<file path="config.mk">
export PLATFORM = sky130hd
export DESIGN_NAME = aes_cbc_dec_chain
export DESIGN_NICKNAME = d
export VERILOG_FILES = /design/src/rtl/aes_pkg.sv /design/src/rtl/aes_cbc_dec_chain.sv
export SDC_FILE = /design/constraint.sdc
export NUM_CORES = 1
export LEC_CHECK = 0
export BUFFER_PORTS_ARGS = -buffer_cell sky130_fd_sc_hd__buf_2
export CORE_AREA = 2 2 398 400
export DETAILED_ROUTE_END_ITERATION = 10
export DIE_AREA = 0 0 400 402
export SLEW_MARGIN = 20
export SYNTH_ARGS = -nofsm -noshare
export SYNTH_HDL_FRONTEND = slang
export SYNTH_SLANG_ARGS = --single-unit
</file>
<file path="constraint.sdc">
create_clock -name clk -period 4.8 [get_ports clk]
set_input_delay 0.24 -clock clk [delete_from_list [all_inputs] [get_ports clk]]
set_output_delay 0.24 -clock clk [all_outputs]
set_load 0.05 [all_outputs]
</file>
<file path="src/rtl/aes_pkg.sv">
// Shared constants and state encoding for the CBC-decrypt chaining controller.
package aes_pkg;

    localparam int AES_BLK_W = 128;
    localparam int CNT_W     = 4;

    typedef enum logic [1:0] {
        ST_IDLE = 2'd0,
        ST_RUN  = 2'd1,
        ST_WAIT = 2'd2,
        ST_HOLD = 2'd3
    } state_e;

endpackage

</file>
<file path="src/rtl/aes_cbc_dec_chain.sv">
// CBC-decrypt chaining controller: feeds one ciphertext block at a time to a
// combinational decrypt stage, chains the IV from the previous ciphertext and
// registers the plaintext onto a valid/ready output stream.
// Optional: AES_CBC_BLKCNT_EN adds blk_cnt, the in-message index of m_data.
module aes_cbc_dec_chain
    import aes_pkg::*;
#(
    parameter int CORE_LAT = 1
) (
    input  logic                 clk,
    input  logic                 rst_n,
    input  logic                 cfg_load,
    input  logic [AES_BLK_W-1:0] cfg_key,
    input  logic [AES_BLK_W-1:0] cfg_iv,
    input  logic                 s_valid,
    output logic                 s_ready,
    input  logic [AES_BLK_W-1:0] s_data,
    input  logic                 s_last,
    output logic [AES_BLK_W-1:0] dec_ct,
    output logic [AES_BLK_W-1:0] dec_key,
    output logic [AES_BLK_W-1:0] dec_iv,
    input  logic [AES_BLK_W-1:0] dec_pt,
    output logic                 m_valid,
    input  logic                 m_ready,
    output logic [AES_BLK_W-1:0] m_data,
    output logic                 m_last
`ifdef AES_CBC_BLKCNT_EN
    ,
    output logic [15:0]          blk_cnt
`endif
);

    localparam logic [CNT_W-1:0] CNT_INIT = CNT_W'(CORE_LAT - 1);

    state_e                 state_q, state_d;
    logic [CNT_W-1:0]       cnt_q, cnt_d;
    logic                   last_q, last_d;
    logic [AES_BLK_W-1:0]   ct_q, ct_d;
    logic [AES_BLK_W-1:0]   key_q, key_d;
    logic [AES_BLK_W-1:0]   iv_q, iv_d;
    logic [AES_BLK_W-1:0]   mdata_q, mdata_d;
    logic                   mlast_q, mlast_d;
    logic                   mvalid_q, mvalid_d;
    logic                   sready_q, sready_d;

    // Next-state and datapath updates for the IDLE/RUN/WAIT/HOLD sequence.
    always_comb begin
        state_d  = state_q;
        cnt_d    = cnt_q;
        last_d   = last_q;
        ct_d     = ct_q;
        key_d    = key_q;
        iv_d     = iv_q;
        mdata_d  = mdata_q;
        mlast_d  = mlast_q;
        mvalid_d = mvalid_q;
        case (state_q)
            ST_IDLE: begin
                if (cfg_load) begin
                    key_d   = cfg_key;
                    iv_d    = cfg_iv;
                    state_d = ST_RUN;
                end
            end
            ST_RUN: begin
                if (s_valid && sready_q) begin
                    ct_d    = s_data;
                    last_d  = s_last;
                    cnt_d   = CNT_INIT;
                    state_d = ST_WAIT;
                end
            end
            ST_WAIT: begin
                if (cnt_q != '0) begin
                    cnt_d = cnt_q - 1'b1;
                end else begin
                    mdata_d  = dec_pt;
                    mlast_d  = last_q;
                    mvalid_d = 1'b1;
                    iv_d     = ct_q;
                    state_d  = ST_HOLD;
                end
            end
            ST_HOLD: begin
                if (m_ready) begin
                    mvalid_d = 1'b0;
                    state_d  = last_q ? ST_IDLE : ST_RUN;
                end
            end
            default: state_d = ST_IDLE;
        endcase
        sready_d = (state_d == ST_RUN);
    end

    // Register all state and outputs; asynchronous active-low clear.
    always_ff @(posedge clk or negedge rst_n) begin
        if (!rst_n) begin
            state_q  <= ST_IDLE;
            cnt_q    <= '0;
            last_q   <= 1'b0;
            ct_q     <= '0;
            key_q    <= '0;
            iv_q     <= '0;
            mdata_q  <= '0;
            mlast_q  <= 1'b0;
            mvalid_q <= 1'b0;
            sready_q <= 1'b0;
        end else begin
            state_q  <= state_d;
            cnt_q    <= cnt_d;
            last_q   <= last_d;
            ct_q     <= ct_d;
            key_q    <= key_d;
            iv_q     <= iv_d;
            mdata_q  <= mdata_d;
            mlast_q  <= mlast_d;
            mvalid_q <= mvalid_d;
            sready_q <= sready_d;
        end
    end

    assign s_ready = sready_q;
    assign dec_ct  = ct_q;
    assign dec_key = key_q;
    assign dec_iv  = iv_q;
    assign m_valid = mvalid_q;
    assign m_data  = mdata_q;
    assign m_last  = mlast_q;

`ifdef AES_CBC_BLKCNT_EN
    logic [15:0] blk_q, blk_d;

    // Block index: cleared by an accepted cfg_load, advanced per output handshake.
    always_comb begin
        blk_d = blk_q;
        if (state_q == ST_IDLE && cfg_load) begin
            blk_d = '0;
        end else if (mvalid_q && m_ready) begin
            blk_d = blk_q + 16'd1;
        end
    end

    // Block index register.
    always_ff @(posedge clk or negedge rst_n) begin
        if (!rst_n) begin
            blk_q <= '0;
        end else begin
            blk_q <= blk_d;
        end
    end

    assign blk_cnt = blk_q;
`endif

endmodule
</file>
==> results.py <==
metrics = {
    "sta": {
        "fmax_ghz": 0.340,
        "setup_viol": 0,
        "hold_violations": 0,
        "tns_ns": 0,
        "tightest_slew_ns": 1.02,
        "finalClockSkew_ns": 0.0194,
        "finalCritPeriodShare_pct": 61.2,
        "rsz0062_at_grt": "no",
        "slew_viol_final": 0,
        "max_slew_margin_pct": 32.0,
        "whs_ns": 0.0851,
        "min_period_ns": 2.94,
    },
    "global_routing": {
        "overflow": 0,
        "grt_util_all_layers_pct": 12.2,
        "grt_pass1_vias": 18500,
        "grt_start_max_net_pins": 110,
        "grt_pass1_wl_mm": 140,
        "antenna_found_initial": 48,
    },
    "placement": {
        "portBuffers": 1032,
        "dp_hpwl_mm": 78.4,
        "placedCellCount": 4327,
        "gp_congestion": 0.914,
    },
    "synth": {
        "avgSynthCellArea_um2": 16.6,
        "synth_area_leaders": "dfrtp_1 62%, mux2_2 26%, mux2_1 8.1%",
        "synth-seq-cells": 522,
        "yosysTopAreaCell": "dfrtp_1",
        "yosys_warnings": 0,
        "post-synth-top-area-fraction_pct": 61.7,
        "synth-async-reset-ratio_pct": 100,
        "synthCells": 1275,
        "ys.flop_type": "dfrtp_1",
        "syn_nets": 1795,
        "netlist_area_um2": 21200,
        "ys_seq_area_share_pct": 61.7,
        "synth_edf_count": 0,
        "synth.distinct_cells": 28,
    },
    "power": {
        "max-vdd-ir-drop_mv": 0.699,
        "p_leak_nw": 16.4,
        "powerDensity_nw_per_um2": 817,
        "power.total_mw": 29.5,
    },
    "drt": {
        "dr.pass1.iters": 4,
        "drtIter0Drc": 932,
        "vias": 17600,
        "final_antenna_net_count": 0,
        "drc": 0,
        "avgRoutedWirePerCell_um": 20.5,
        "wl_mm": 102,
        "viasPerCell": 3.53,
    },
    "setup_path": {
        "cpLargestDelayFamily": "simple AND/OR/NAND/NOR gates",
        "r2r_start": "state_q[1]$_DFF_PN0_",
        "worstSetupPathType": "reg -> reg",
        "cp_max_fo": 61,
        "end_kind": "flip-flop",
        "cp.buffers_inverters": 1,
        "crit_path_start": "state_q[1]$_DFF_PN0_",
        "reg2reg_depth": 4,
        "cpPeakStageDelay_ns": 0.71,
        "critPathArrivalTime_ns": 3.45,
        "path_cells": "nor2b_4 > nand2_4 > buf_4 > mux2_1",
        "r2r_slack_ns": 1.86,
        "crit_required_ns": 5.31,
        "cp-start-kind": "flip-flop",
        "r2r-end": "m_data[52]$_DFFE_PN0P_",
        "cp_slowest_cell": "nand2_4",
    },
    "die": {
        "rows": 146,
        "dieArea_um2": 161000,
        "core-area_um2": 157000,
        "io_pins": 1033,
        "die_y_um": 402,
        "initial_core_util_pct": 13.5,
        "die-width_um": 400,
    },
    "layout": {
        "stdcell_count": 4986,
        "final_nets": 3360,
        "drive_gt1_share_pct": 57.3,
        "seqCellArea_um2": 13100,
        "final.fill_count": 16600,
        "area_growth_pct": 70.6,
        "multi_input_comb_area_um2": 7530,
    },
    "clocking": {
        "clock-sinks": 522,
        "tritoncts": "yes",
        "cts_root_buffer": "clkbuf_16",
        "cts_inserted_buffers": 66,
        "h-tree-depth": 3,
        "clk_pin_slew_ns": 0.06,
        "insertion_delay_ns": 0.65,
        "clk_path_buf_depth": 3,
        "cts_resized": 0,
    },
    "flow_run": {
        "drv_cap": 0,
    },
    "worst_hold_path": {
        "hp-class": "in -> reg",
        "hold_path_startpoint": "cfg_iv[91]",
        "min_delay_worst_endpoint": "dec_iv[91]$_DFFE_PN0P_",
        "hold_depth": 3,
    },
    "run_status": {
        "status": "complete, no violations",
    },
}
cell usage after synthesis (all sizes together) (2+ instances only):
master,instances
a21oi,2
ha,2
clkbuf,7
buf,66
o21ai,4
mux2i,3
mux2,642
dfrtp,522
nand2,9
inv,3
nand3,4
state kept, by name (all words and copies together), names as in the netlist:
| name | flops |
|---|---|
| dec_key | 128 |
| last_q | 1 |
| dec_iv | 128 |
| s_ready | 1 |
| m_data | 128 |
| cnt_q | 4 |
| state_q | 2 |
| m_valid | 1 |
| dec_ct | 128 |
| m_last | 1 |
per-layer routing:
metal / vias to the layer above / share of wire [%] / GRT usage [%]
met5: - / 0.051 / 0
met4: 8 / 3.4 / 4.40
met3: 192 / 6.4 / 2.93
met2: 764 / 49 / 20.9
met1: 8898 / 41 / 14.9
li1: 7741 / - / -
stage by stage:
stage / util, % / area, µm² / setup slack (ns)
2_1_floorplan: - / 21200 / 3.10
3_3_place_gp: 18.2 / 28700 / 1.90
3_5_place_dp: 18.2 / 28700 / 1.81
4_1_cts: 22.9 / 36000 / 1.79
5_1_grt: 23.0 / 36100 / 1.66
6_report: 23.0 / 36100 / 1.86
worst register-to-register path: cells and delay by family (launching register included):
family | cells | cell delay (ns)
AND/OR/NAND/NOR | 2 | 0.96
buffers and inverters | 1 | 0.75
flip-flops | 1 | 0.68
multiplexers | 1 | 0.43
cell type report:
class	count	area share [%]
Sequential cell	522	36.2
Clock buffer	93	5.34
Inverter	3	0.0312
Antenna cell	25	0.173
Multi-Input combinational cell	677	20.9
Clock inverter	24	0.790
Tap cell	2072	7.18
Timing Repair Buffer	1570	29.4
report_power, final:
group          switching [mW]  total, mW  leakage (nW)  internal (mW)
Combinational            11.4       15.9          9.17           4.51
Sequential               1.81       8.50          6.17           6.69
Clock                    2.09       5.12          1.07           3.03
Total                    15.3       29.5          16.4           14.2
how the worst max path moves through the flow:
| stage | endpoint | slack (ns) | cells past startpoint |
|---|---|---|---|
| after floorplan | dec_iv[21]$_DFFE_PN0P_ | 3.10 | 7 |
| after global routing | m_data[53]$_DFFE_PN0P_ | 1.66 | 6 |
| after global placement | m_data[19]$_DFFE_PN0P_ | 1.90 | 4 |
| after detailed placement | m_data[73]$_DFFE_PN0P_ | 1.81 | 4 |
| final | m_data[52]$_DFFE_PN0P_ | 1.86 | 4 |
| after CTS | m_data[53]$_DFFE_PN0P_ | 1.79 | 4 |
cells in the final DEF (no fill, tap or decap), types with 2 or more instances in the layout:
cell type / synthesis / routed
buf_12: 0 / 10
buf_2: 21 / 1031
buf_4: 18 / 11
bufinv_16: 0 / 4
clkbuf_1: 6 / 13
clkbuf_16: 0 / 69
clkbuf_8: 1 / 11
clkinv_2: 0 / 9
clkinv_8: 0 / 4
clkinvlp_4: 0 / 5
dfrtp_1: 522 / 521
diode_2: 0 / 25
dlygate4sd3_1: 0 / 517
ha_1: 2 / 2
inv_1: 3 / 3
mux2_1: 152 / 152
mux2_2: 480 / 480
mux2_4: 10 / 10
mux2i_1: 3 / 3
nand2_1: 9 / 8
nand3_1: 4 / 4
o21ai_0: 4 / 4
timing repair:
| item | in CTS | in global routing |
|---|---|---|
| setup buffers | 0 | 0 |
| endpoints found under the setup margin | 0 | 0 |
| hold buffers | 517 | 0 |
| hold endpoints to repair | 587 | 0 |
kinds of logic (layout without fill, tap and decap cells):
group,Yosys count,after routing,synth area share (%)
other,0,25,0
buffers and inverters,76,1690,2.80
AND/OR/NAND/NOR,22,22,0.638
adder cells (fa/ha/maj),2,2,0.118
flip-flops,522,522,61.7
AO/OA/AOI/OAI,8,8,0.242
multiplexers,645,645,34.5
Note: power is estimated with default switching activity, not from simulation.
